### config.mk
export PLATFORM = sky130hd
export DESIGN_NAME = alu_cmd_issuer
export DESIGN_NICKNAME = d
export VERILOG_FILES = /design/src/rtl/alu_cmd_issuer.sv
export SDC_FILE = /design/constraint.sdc
export NUM_CORES = 1
export LEC_CHECK = 0
export CAP_MARGIN = 30
export CORE_MARGIN = 4
export CORE_UTILIZATION = 40
export DETAILED_ROUTE_END_ITERATION = 10
export GPL_TIMING_DRIVEN = 0
export PLACE_DENSITY = 0.69
export RECOVER_POWER = 100
export SLEW_MARGIN = 10
export SYNTH_ARGS = -nofsm -noshare
export SYNTH_HDL_FRONTEND = slang
export SYNTH_SLANG_ARGS = --single-unit
### constraint.sdc
create_clock -name clk -period 6.3 [get_ports clk]
set_clock_uncertainty 0.2 [all_clocks]
set_input_delay 0.945 -clock clk [delete_from_list [all_inputs] [get_ports clk]]
set_output_delay 0.945 -clock clk [all_outputs]
set_load 0.05 [all_outputs]
### src/rtl/alu_cmd_issuer.sv
// alu_cmd_issuer: buffers {opcode, operand} commands in a FIFO and, once started,
// drains them one at a time into an ALU. Each command gets a valid/ready handshake
// and then a wait for the result. The result wait is bounded by a timeout.
module alu_cmd_issuer #(
  parameter int unsigned DEPTH   = 8,
  parameter int unsigned TIMEOUT = 15
) (
  input  logic        clk,
  input  logic        rst,
  input  logic        wr_en,
  input  logic [11:0] wr_data,
  input  logic        start,
  output logic [3:0]  sel,
  output logic [7:0]  opnd,
  output logic        op_valid,
  input  logic        op_ready,
  input  logic        res_valid,
  input  logic [7:0]  res_data,
  output logic [7:0]  result,
  output logic        full,
  output logic        empty,
  output logic        busy,
  output logic        done,
  output logic        err
);

  localparam int unsigned AW = $clog2(DEPTH);
  localparam int unsigned CW = AW + 1;
  localparam int unsigned DW = 12;
  localparam int unsigned TW = 8;

  typedef enum logic [2:0] {
    S_IDLE,
    S_FETCH,
    S_ISSUE,
    S_WAIT,
    S_DONE
  } state_t;

  state_t         state, state_nx;

  logic [DW-1:0]  mem [DEPTH];
  logic [AW-1:0]  wr_ptr, rd_ptr;
  logic [CW-1:0]  count, count_nx;
  logic [DW-1:0]  head;
  logic           push, pop;

  logic [TW-1:0]  tcnt, tcnt_nx;
  logic [3:0]     sel_nx;
  logic [7:0]     opnd_nx;
  logic [7:0]     result_nx;
  logic           err_nx;
  logic           op_valid_nx, done_nx, busy_nx;
  logic           full_nx, empty_nx;

  // A push is dropped while full, even when a pop happens in the same cycle.
  assign push = wr_en & ~full;
  assign head = mem[rd_ptr];

  // FIFO storage. It has no reset because the pointers and count define which entries are valid.
  always_ff @(posedge clk) begin
    if (push) begin
      mem[wr_ptr] <= wr_data;
    end
  end

  // FIFO pointers and occupancy. The pointers wrap naturally modulo DEPTH.
  always_ff @(posedge clk or posedge rst) begin
    if (rst) begin
      wr_ptr <= '0;
      rd_ptr <= '0;
      count  <= '0;
      full   <= 1'b0;
      empty  <= 1'b1;
    end else begin
      if (push) wr_ptr <= wr_ptr + AW'(1);
      if (pop)  rd_ptr <= rd_ptr + AW'(1);
      count <= count_nx;
      full  <= full_nx;
      empty <= empty_nx;
    end
  end

  // Next occupancy and the flags derived from it, registered alongside the count.
  always_comb begin
    count_nx = count + CW'(push) - CW'(pop);
    full_nx  = (count_nx == CW'(DEPTH));
    empty_nx = (count_nx == '0);
  end

  // FSM state and all registered control outputs.
  always_ff @(posedge clk or posedge rst) begin
    if (rst) begin
      state    <= S_IDLE;
      tcnt     <= '0;
      sel      <= '0;
      opnd     <= '0;
      result   <= '0;
      err      <= 1'b0;
      op_valid <= 1'b0;
      done     <= 1'b0;
      busy     <= 1'b0;
    end else begin
      state    <= state_nx;
      tcnt     <= tcnt_nx;
      sel      <= sel_nx;
      opnd     <= opnd_nx;
      result   <= result_nx;
      err      <= err_nx;
      op_valid <= op_valid_nx;
      done     <= done_nx;
      busy     <= busy_nx;
    end
  end

  // Next-state logic. Outputs are derived from the next state so they line up with it.
  always_comb begin
    state_nx  = state;
    pop       = 1'b0;
    tcnt_nx   = tcnt;
    sel_nx    = sel;
    opnd_nx   = opnd;
    result_nx = result;
    err_nx    = err;

    case (state)
      S_IDLE: begin
        if (start) begin
          err_nx   = 1'b0;
          state_nx = S_FETCH;
        end
      end
      S_FETCH: begin
        if (count != '0) begin
          pop      = 1'b1;
          sel_nx   = head[11:8];
          opnd_nx  = head[7:0];
          state_nx = S_ISSUE;
        end else begin
          state_nx = S_DONE;
        end
      end
      S_ISSUE: begin
        if (op_ready) begin
          tcnt_nx  = '0;
          state_nx = S_WAIT;
        end
      end
      S_WAIT: begin
        if (res_valid) begin
          result_nx = res_data;
          state_nx  = S_FETCH;
        end else if (tcnt == TW'(TIMEOUT - 1)) begin
          // This is the TIMEOUT-th cycle without a result. Queued entries stay in the FIFO.
          err_nx   = 1'b1;
          state_nx = S_DONE;
        end else begin
          tcnt_nx = tcnt + TW'(1);
        end
      end
      S_DONE: begin
        state_nx = S_IDLE;
      end
      default: begin
        state_nx = S_IDLE;
      end
    endcase

    op_valid_nx = (state_nx == S_ISSUE);
    done_nx     = (state_nx == S_DONE);
    busy_nx     = (state_nx != S_IDLE);
  end

endmodule

==> reports/metrics.cfg <==
[run]
maxCapViolCount = 1

[global_route]
grt_overflow = 0
grt_pass1_wl_mm = 17.6
grt_pass1_vias = 3298
grt_max_degree = 33
grt_usage = 0.141
antenna_found_initial = 0

[floorplanning]
rows = 44
die-area_um2 = 16700
dieWidth_um = 129
ios = 52
start_util = 0.407
die_h_um = 129
core-area_um2 = 14500

[clock_network]
numCtsBuffers = 17
clk_latency_ps = 410
post_cts_resized = 0
postCtsSetupBuffers = 0
clock_path_buffers = 2
clock_sinks = 143
cts_tree = yes
path_clk_slew_ps = 60
h-tree-depth = 4
holdBufCountCts = 0
root_buffer = clkbuf_16

[sta]
finalHoldViolCount = 0
worst_slew_pin_slew_ps = 1830
clock.fmax_mhz = 284
slew_violations = 33
slew_headroom = -0.217
setup_violations = 0
setup-tns-final_ps = 0
min_period_over_period = 0.559
period_needed_ps = 3520
rsz0062_at_grt = no

[run_status]
outcome = finished, violations left
violations = capacitance limit, slew limit

[synthesis]
synth_top_area_frac = 0.490
synthAdderAreaFrac = 0.0225
ys_ff_latch = 143
synth_commonest_cells = edfxtp_1 (96), dfrtp_1 (46), mux4_2 (24), nand2_1 (23), nor2_1 (16)
synth_ff_type = edfxtp_1
syn-num-nets = 377
synth_mux_area_frac = 0.137
synth_cell_types = 54
yosysTopAreaCell = edfxtp_1
syn_inst = 341
yosysWarnings = 0
synth_top_family_by_area = multiplexers
avgSynthCellArea_um2 = 17.3
synth_simple_gate_area_share = 0.0687
synth_most_common_cell = edfxtp_1
synth.area.top_cells = edfxtp_1 (49%), dfrtp_1 (20%), mux4_2 (9.2%)
yosysSeqAreaShare = 0.690
netlist_area_um2 = 5890
async_flop_share = 0.329
synth-xor-area-share = 0.0134
synth_edf_count = 96
synth_compound_area_frac = 0.0444

[routing]
drt_drc_violations_left = 0
drt_iter0_markers = 211
num_vias = 3192
routed_via_density = 5.17
totalWireLength_mm = 11.0
antenna_left = 0
firstDrtPassIters = 4
wl_per_cell_um = 17.9

[layout]
syn2layout_area_growth_pct = 20.7
layout-drive-gt1-share = 0.189
antenna_cells = 0
nNetsFinal = 456
finish.utilization = 0.491

[worst_setup_path]
startpoint = wr_en
endpoint_kind = flop
cp-start-kind = input port
r2r_slack_ps = 3000
crit_path_end = mem[0][3]$_DFFE_PP_
cp_max_fo = 7
reg2reg_from = count[2]$_DFF_PP0_
rr_worst_depth = 13
critPathKind = input port to flop
critPathRequiredTime_ps = 6150
rr_endpoint = full$_DFF_PP0_
arrival_ps = 3370

[power]
power_leakage_nw = 2.63
combPwrFrac = 0.374
power_density_nw_per_um2 = 492
clockPowerShare = 0.249
p_sw_w = 0.00125
ir_drop_mv = 0.267
seq_power_share = 0.377
switching_share = 0.358
cellInternalPower_w = 0.00224

[placed_design]
io_buffers = 51
gp_congestion = 0.793
dpl.hpwl_mm = 7.75

[min_path]
hp-class = flop to flop

## stage by stage
stage	std cells	area, um2	hold WS (ps)	total power, W	setup slack, ps
6_report	617	7110	276	0.00350	2780
5_1_grt	617	7110	303	0.00370	2390
4_1_cts	617	7260	289	0.00362	2840
3_5_place_dp	585	6740	276	0.00274	2410
3_3_place_gp	576	6630	266	0.00267	2010
2_1_floorplan	341	5890	280	0.00232	3200
## power by group through the flow
stage          combinational, W  clock, W  sequential [W]
2_1_floorplan          0.000753         0         0.00156
3_3_place_gp            0.00134         0         0.00133
3_5_place_dp            0.00140         0         0.00134
4_1_cts                 0.00140  0.000892         0.00132
6_report                0.00131  0.000870         0.00132
5_1_grt                 0.00143  0.000935         0.00134
## how the worst min path moves through the flow
stage                                from  slack [ps]                    end  cells past startpoint
floorplan           wr_ptr[0]$_DFFE_PP0P_         280  wr_ptr[0]$_DFFE_PP0P_                      1
global route          opnd[6]$_DFFE_PP0P_         300    opnd[6]$_DFFE_PP0P_                      2
CTS                    sel[2]$_DFFE_PP0P_         290     sel[2]$_DFFE_PP0P_                      2
global placement       sel[2]$_DFFE_PP0P_         270     sel[2]$_DFFE_PP0P_                      2
detailed placement     sel[2]$_DFFE_PP0P_         280     sel[2]$_DFFE_PP0P_                      2
finish                opnd[4]$_DFFE_PP0P_         280    opnd[4]$_DFFE_PP0P_                      2
## worst max-delay path, cell delays in order
cell and delay, ps:
dlygate4sd3_1 510, nor2b_1 440, nand2b_1 200, nor3_1 780, clkbuf_1 480
## logic make-up after synthesis
group                      after synthesis
AOI/OAI and AO/OA                       30
xor gates and xnor gates                 9
adders and majority gates               10
buffers and inverters                   27
DFF                                    143
muxes                                   49
and+or+nand+nor                         73
## layout make-up
type	instances	area, um2
Clock inverter	14	93.8
Inverter	14	52.6
Fill cell	1220	7370
Timing Repair Buffer	60	544
Clock buffer	18	429
Sequential cell	143	4060
Tap cell	184	230
Multi-Input combinational cell	171	1610
Buffer	13	88.8
## placed cells by master, fill, tap and decap left out, types with 9 or more instances in the layout
cell type / count
mux2_2: 10
clkbuf_1: 13
inv_1: 14
dlygate4sd3_1: 41
edfxtp_1: 96
dfrtp_1: 46
nand2_1: 24
nor2_1: 16
clkbuf_16: 17
o21ai_0: 10
clkdlybuf4s50_1: 10
ha_1: 9
mux2i_1: 13
mux4_2: 24
## registers in the layout, summed over array words and instances (netlist names)
signal / count
mem: 96
opnd: 8
result: 8
tcnt: 8
count: 4
sel: 4
rd_ptr: 3
state: 3
wr_ptr: 3
busy: 1
done: 1
empty: 1
err: 1
full: 1
op_valid: 1
## routing by layer
metal	share of wire	global-route usage	up-vias
li1	-	-	1452
met1	0.43	0.180	1622
met2	0.50	0.231	105
met3	0.064	0.0425	13
met4	0.0088	0.0488	0
met5	0	0	-
(Power assumes the default switching activity.)
==> variant 1, RTL diff (same settings) <==
Register the output `err` once more, cleared by the reset; this adds one clock of latency there. The other outputs are not delayed to match.
--- a/src/rtl/alu_cmd_issuer.sv
+++ b/src/rtl/alu_cmd_issuer.sv
@@ -37,4 +37,6 @@
     S_DONE
   } state_t;
+
+  logic err_s0;
 
   state_t         state, state_nx;
@@ -97,5 +99,5 @@
       opnd     <= '0;
       result   <= '0;
-      err      <= 1'b0;
+      err_s0   <= 1'b0;
       op_valid <= 1'b0;
       done     <= 1'b0;
@@ -107,5 +109,5 @@
       opnd     <= opnd_nx;
       result   <= result_nx;
-      err      <= err_nx;
+      err_s0   <= err_nx;
       op_valid <= op_valid_nx;
       done     <= done_nx;
@@ -122,5 +124,5 @@
     opnd_nx   = opnd;
     result_nx = result;
-    err_nx    = err;
+    err_nx    = err_s0;
 
     case (state)
@@ -172,4 +174,12 @@
   end
 
+  always_ff @(posedge clk or posedge rst) begin
+    if (rst) begin
+      err <= '0;
+    end else begin
+      err <= err_s0;
+    end
+  end
+
 endmodule
 
Function: same outputs for any inputs over 10 cycles, from zero or initial values and one cycle with rst high; that may be too few to reach the edited logic, so the function may still have changed.
==> variant 1 against the unedited design <==
  * The run still ends with max-capacitance violations, max-slew violations left
  * Worst setup slack better by 0.041 ns
  * Sequential cell count is 1 higher
  * Power rose by 2.8%
  * Cell area increased by 0.92%
  * Area after synthesis up 0.43%
  * Critical path depth shrank 2
  * Routed wire length is 2.7% higher
  * Final cell count shrank 0.16%
  * Largest power group unchanged
==> variant 1: results (changes against the unedited design) <==
CTS Buffer Depth - 2 (unchanged)
Hold Path Class - flop to flop
Power Dens Cells - 501.4 nW/um^2 (+1.9%)
Max reg flops - 96 (unchanged)
Asr flop ratio synth - 33.33% (+0.47 points)
Post-placement cell area - 6733 sq um (about the same)
Sw Pwr - 1.250 mW (about the same)
Worst slew margin - -42.36% (-21 points)
Cell family with most CP delay - buffers and inverters
Peak VDD IR - 0.2755 mV (+3.1%)
Filler cells - 1186 (-2.8%)
Most common library cells after synthesis - edfxtp_1, dfrtp_1, mux4_2
Critical Path Max Stage Delay - 1.57 ns (+0.79 ns)
Hold Fails Final Rpt - 0 (unchanged)
Vias in the first global route - 3257 (-1.2%)
HPWL after detailed placement - 7471 um (-3.6%)
Max Slew Vio Count - 40 (+21%)
Sequential fraction of the synthesis area - 69.10% (+0.13 points)
Pre-antenna DRT Iters - 4 (unchanged)
Initial DRC count - 222 (+5.2%)
Arr. time, crit path - 3.37 ns (about the same)
CTS Buf Count - 17 (unchanged)
Total track usage - 14.54% (+0.45 points)
Dpl cells - 584 (-0.17%)
Max cap viols - 1 (unchanged)
Drt total wl - 11340 um (+2.7%)
Critical path's slowest cell - clkbuf_1
Area contributors post-synth - edfxtp_1, dfrtp_1, mux4_2
Clk pin slew, worst setup/hold paths - 0.06 ns (about the same)
Vias per cell - 5.112 (-1.2%)
Layout Nets - 455 (-0.22%)
H-Tree Depth - 4 (unchanged)
Port bufs - 51 (unchanged)
Failing checks - max-capacitance violations, max-slew violations
Mapped Nets - 378 (+0.27%)
Share of cells above drive strength 1 - 18.75% (-0.19 points)
Post-synth EDFFs - 96 (unchanged)
Global-route wire length before repair - 17790 um (+1.2%)
Setup bufs post-CTS - 0 (unchanged)
ANT cells - 0 (unchanged)
Largest net degree at the start of global routing - 40 (+21%)
Initial antenna violation count - 0 (unchanged)
Final Wtd Congestion - 0.8081 (+1.9%)
Final cell count without fillers - 616 (-0.16%)
P_leak - 2.681 nW (+1.8%)
Status - finished with violations
Cell variety after synth - 54 (unchanged)
Largest Register - mem
Yosys warnings - 0 (unchanged)
Latest clock arrival within the worst-skew pair - 0.42 ns
Mapped Avg Cell Area - 17.29 sq um (+0.13%)
Maximum fanout along the worst path - 39 (+32)
Top_reg_cell synth - edfxtp_1
Post-Place Setup Slack - 2.509 ns (+0.1005 ns)
Root Driver - clkbuf_16
Post-CTS sizing - 0 (unchanged)
[variant 1: cell type report]
type,instances,share of cell area [%]
clock buffer,23,6.386
clock inverter,9,1.570
buffer,13,1.239
timing repair buffer,58,7.486
tap,184,3.211
sequential,144,56.97
inverter,14,0.7329
multi-input combinational,171,22.40
[variant 1: routing by layer]
metal / routed length [um] / global-route usage, %
met3: 590 / 4.328
met4: 178 / 5.929
met1: 4732 / 17.49
met5: 0 / 0
met2: 5842 / 24.57
[variant 1: worst register-to-register path: cells and delay by family (launching register included)]
family | cells | cell delay, ns
and+or+nand+nor | 4 | 1.20
adders and majority gates | 4 | 1.06
buffers and inverters | 5 | 0.41
DFF | 1 | 0.36
[variant 1: power groups by stage]
stage / Sequential, mW / Clock [mW] / Combinational (mW)
global placement: 1.33 / 0 / 1.35
CTS: 1.33 / 0.980 / 1.41
floorplan: 1.57 / 0 / 0.753
finish: 1.32 / 0.961 / 1.31
detailed placement: 1.35 / 0 / 1.40
global route: 1.34 / 1.03 / 1.43
[variant 1: path summary, 6_finish.rpt]
| check | startpoint | endpoint | slack [ns] | cells after the start |
|---|---|---|---|---|
| worst min register to register | err_s0 | err | 0.18 | 0 |
| worst min-delay path | err_s0 | err | 0.18 | 0 |
| worst max register to register | count[2] | full | 3.01 | 13 |
| min in group asynchronous | rst | sel[0] | 0.74 | 2 |
| worst max-delay path | rst | count[3] | 2.82 | 3 |
| max in group clk | wr_en | full | 2.92 | 11 |
[variant 1: metrics by stage]
| step | power [mW] | hold slack (ns) |
|---|---|---|
| global placement | 2.686 | 0.1696 |
| global route | 3.797 | 0.1835 |
| CTS | 3.722 | 0.1783 |
| detailed placement | 2.746 | 0.1741 |
| finish | 3.595 | 0.1788 |
| floorplan | 2.322 | 0.1544 |
[variant 1: cells by family after synthesis]
logic type               synth area share [%]
AO/OA/AOI/OAI                           4.424
XOR/XNOR                                1.333
adder cells (fa/ha/maj)                 2.243
buffers and inverters                   2.434
flip-flops                              69.10
multiplexers                            13.63
AND/OR/NAND/NOR                         6.836
==> variant 2, RTL diff (same settings) <==
Without the edit above. `TW`: 8 -> 7.
--- a/src/rtl/alu_cmd_issuer.sv
+++ b/src/rtl/alu_cmd_issuer.sv
@@ -28,5 +28,5 @@
   localparam int unsigned CW = AW + 1;
   localparam int unsigned DW = 12;
-  localparam int unsigned TW = 8;
+  localparam int unsigned TW = 7;
 
   typedef enum logic [2:0] {
Function: no difference found for any inputs over 10 cycles, from zero or initial values and one cycle with rst high; that may be too few to reach the edited logic, so the function may still have changed.
==> variant 2 against the unedited design <==
  * Die area decreased by 3.1%
  * Cell area decreased by 0.12%
  * Non-clock buffer count increased by 1
  * Critical endpoint is now mem[1][9]
  * Routed wire length decreased by 4.2%
  * Fmax decreased by 2.1%
  * First-iteration DRC count increased by 4.7%
  * Power increased by 3.7%
  * Largest power group unchanged
  * Area after synthesis decreased by 3.3%
  * Final cell count decreased by 2.3%
  * Register-to-register slack improved by 0.07 ns
  * Sequential cell count decreased by 1
  * Critical path type unchanged
  * Worst setup slack got worse by 0.077 ns
==> variant 2: results (changes against the unedited design) <==
Period utilisation layout - 57.16% (+1.2 points)
Vias in the first global route - 3249 (-1.5%)
Hold Path Class - flop to flop
Drc violations - 0 (unchanged)
FF-to-FF Start - count[2]
Arr. time, crit path - 3.45 ns (+0.08 ns)
Post-Place Setup Slack - 2.548 ns (+0.1396 ns)
Area contributors post-synth - edfxtp_1, dfrtp_1, mux4_2
Largest net degree at the start of global routing - 28 (-15%)
Setup bufs post-CTS - 0 (unchanged)
Maximum fanout along the worst path - 7 (unchanged)
Port bufs - 51 (unchanged)
Share of cells above drive strength 1 - 18.68% (-0.26 points)
Hold wc startpoint - opnd[1]
Cell variety after synth - 43 (-20%)
CTS Buf Count - 17 (unchanged)
Yosys warnings - 0 (unchanged)
Hold Crit Depth - 2 (unchanged)
ANT cells - 0 (unchanged)
Total track usage - 14.12% (+0.026 points)
CTS Buffer Depth - 2 (unchanged)
Status - finished, final reports clean
Final Wtd Congestion - 0.8434 (+6.3%)
Internal reg-to-reg setup slack - 3.07 ns (+0.07 ns)
Latest clock arrival within the worst-skew pair - 0.41 ns (about the same)
R2r endpoint - full
Post-CTS sizing - 0 (unchanged)
HPWL after detailed placement - 7477 um (-3.5%)
Initial DRC count - 221 (+4.7%)
Clk pin slew, worst setup/hold paths - 0.06 ns (about the same)
Sequential fraction of the synthesis area - 70.85% (+1.9 points)
Layout Nets - 446 (-2.2%)
Root Driver - clkbuf_16
H-Tree Depth - 4 (unchanged)
Most common library cells after synthesis - edfxtp_1, dfrtp_1, nand2_1
Worst slew margin - 4.145% (+26 points)
Post-synth EDFFs - 96 (unchanged)
R2R cell count - 12 (-1)
Asr flop ratio synth - 32.39% (-0.47 points)
Mapped Nets - 367 (-2.7%)
Critical Path Max Stage Delay - 0.89 ns (+0.11 ns)
Drt total wl - 10580 um (-4.2%)
Critical path's slowest cell - nor3_1
Pre-antenna DRT Iters - 4 (unchanged)
Filler cells - 1086 (-11%)
P_leak - 2.647 nW (+0.48%)
Final Hold Slack - 0.2723 ns (-0.003375 ns)
Global-route wire length before repair - 17460 um (-0.67%)
Final worst setup slack - 2.699 ns (-0.07712 ns)
Peak VDD IR - 0.2919 mV (+9.2%)
Vias per cell - 5.088 (-1.7%)
Top Registers - mem (96), opnd (8), result (8)
Initial antenna violation count - 0 (unchanged)
Hold path endpoint - opnd[1]
# setup viols final - 0 (unchanged)
Top_reg_cell synth - edfxtp_1
variant 2: changes by cell type in the layout (fill, tap and decap cells not counted), moves of 3 or more:
cell        delta
buf_6          -4
clkinvlp_4     -4
nor2_1         -4
nor2b_1        -4
inv_1          -3
o21ai_0        +5
nand2_1        +4
bufinv_16      +5
nor3b_1        +3
variant 2: through the flow:
step,cells,util [%],cell area [sq um],total power [mW]
floorplan,331,-,5695,2.229
global placement,562,46.15,6431,2.580
detailed placement,571,46.91,6536,2.647
CTS,603,51.50,7177,3.730
global route,603,50.93,7097,3.835
finish,603,50.93,7097,3.624
variant 2: metal layers:
| layer | track usage [%] | wire length (um) |
|---|---|---|
| met4 | 3.281 | 99 |
| met3 | 4.139 | 573 |
| met1 | 18.80 | 4458 |
| met2 | 23.10 | 5448 |
| met5 | 0 | 0 |
variant 2: critical path: cells and delay by family:
| family | cells | cell delay, ns |
|---|---|---|
| buf+inv | 2 | 0.99 |
| simple gates | 3 | 1.50 |
variant 2: area by class of cell:
cell class	count	area (sq um)	area share, %
Inverter	11	41.29	0.5818
Sequential cell	142	4035	56.86
Buffer	14	68.82	0.9697
Multi-Input combinational cell	164	1541	21.72
Timing Repair Buffer	60	544.3	7.669
Tap cell	180	225.2	3.173
Clock buffer	17	425.4	5.994
Clock inverter	15	215.2	3.032
variant 2: logic make-up (layout without fill, tap and decap cells):
group | after synthesis | count (layout) | share of synthesized area (%)
compound gates | 27 | 27 | 2.790
xor+xnor | 8 | 8 | 1.230
fa+ha+maj | 10 | 10 | 2.329
buf+inv | 25 | 117 | 1.999
flops | 142 | 142 | 70.85
mux | 48 | 48 | 13.93
simple gates | 71 | 71 | 6.876
variant 2: power breakdown:
part / switching (mW) / internal (mW) / leakage (nW)
Clock: 0.371 / 0.701 / 0.312
Combinational: 0.752 / 0.492 / 0.896
Sequential: 0.0868 / 1.22 / 1.44
variant 2: how the worst max path moves through the flow:
| stage | startpoint | endpoint | cells past startpoint | slack [ns] |
|---|---|---|---|---|
| 6_report | wr_en | mem[1][9] | 5 | 2.70 |
| 5_1_grt | wr_en | mem[1][9] | 5 | 2.49 |
| 4_1_cts | wr_en | full | 10 | 2.97 |
| 3_5_place_dp | wr_en | full | 10 | 2.55 |
| 3_3_place_gp | wr_en | mem[1][4] | 4 | 2.05 |
| 2_1_floorplan | wr_en | full | 9 | 3.25 |
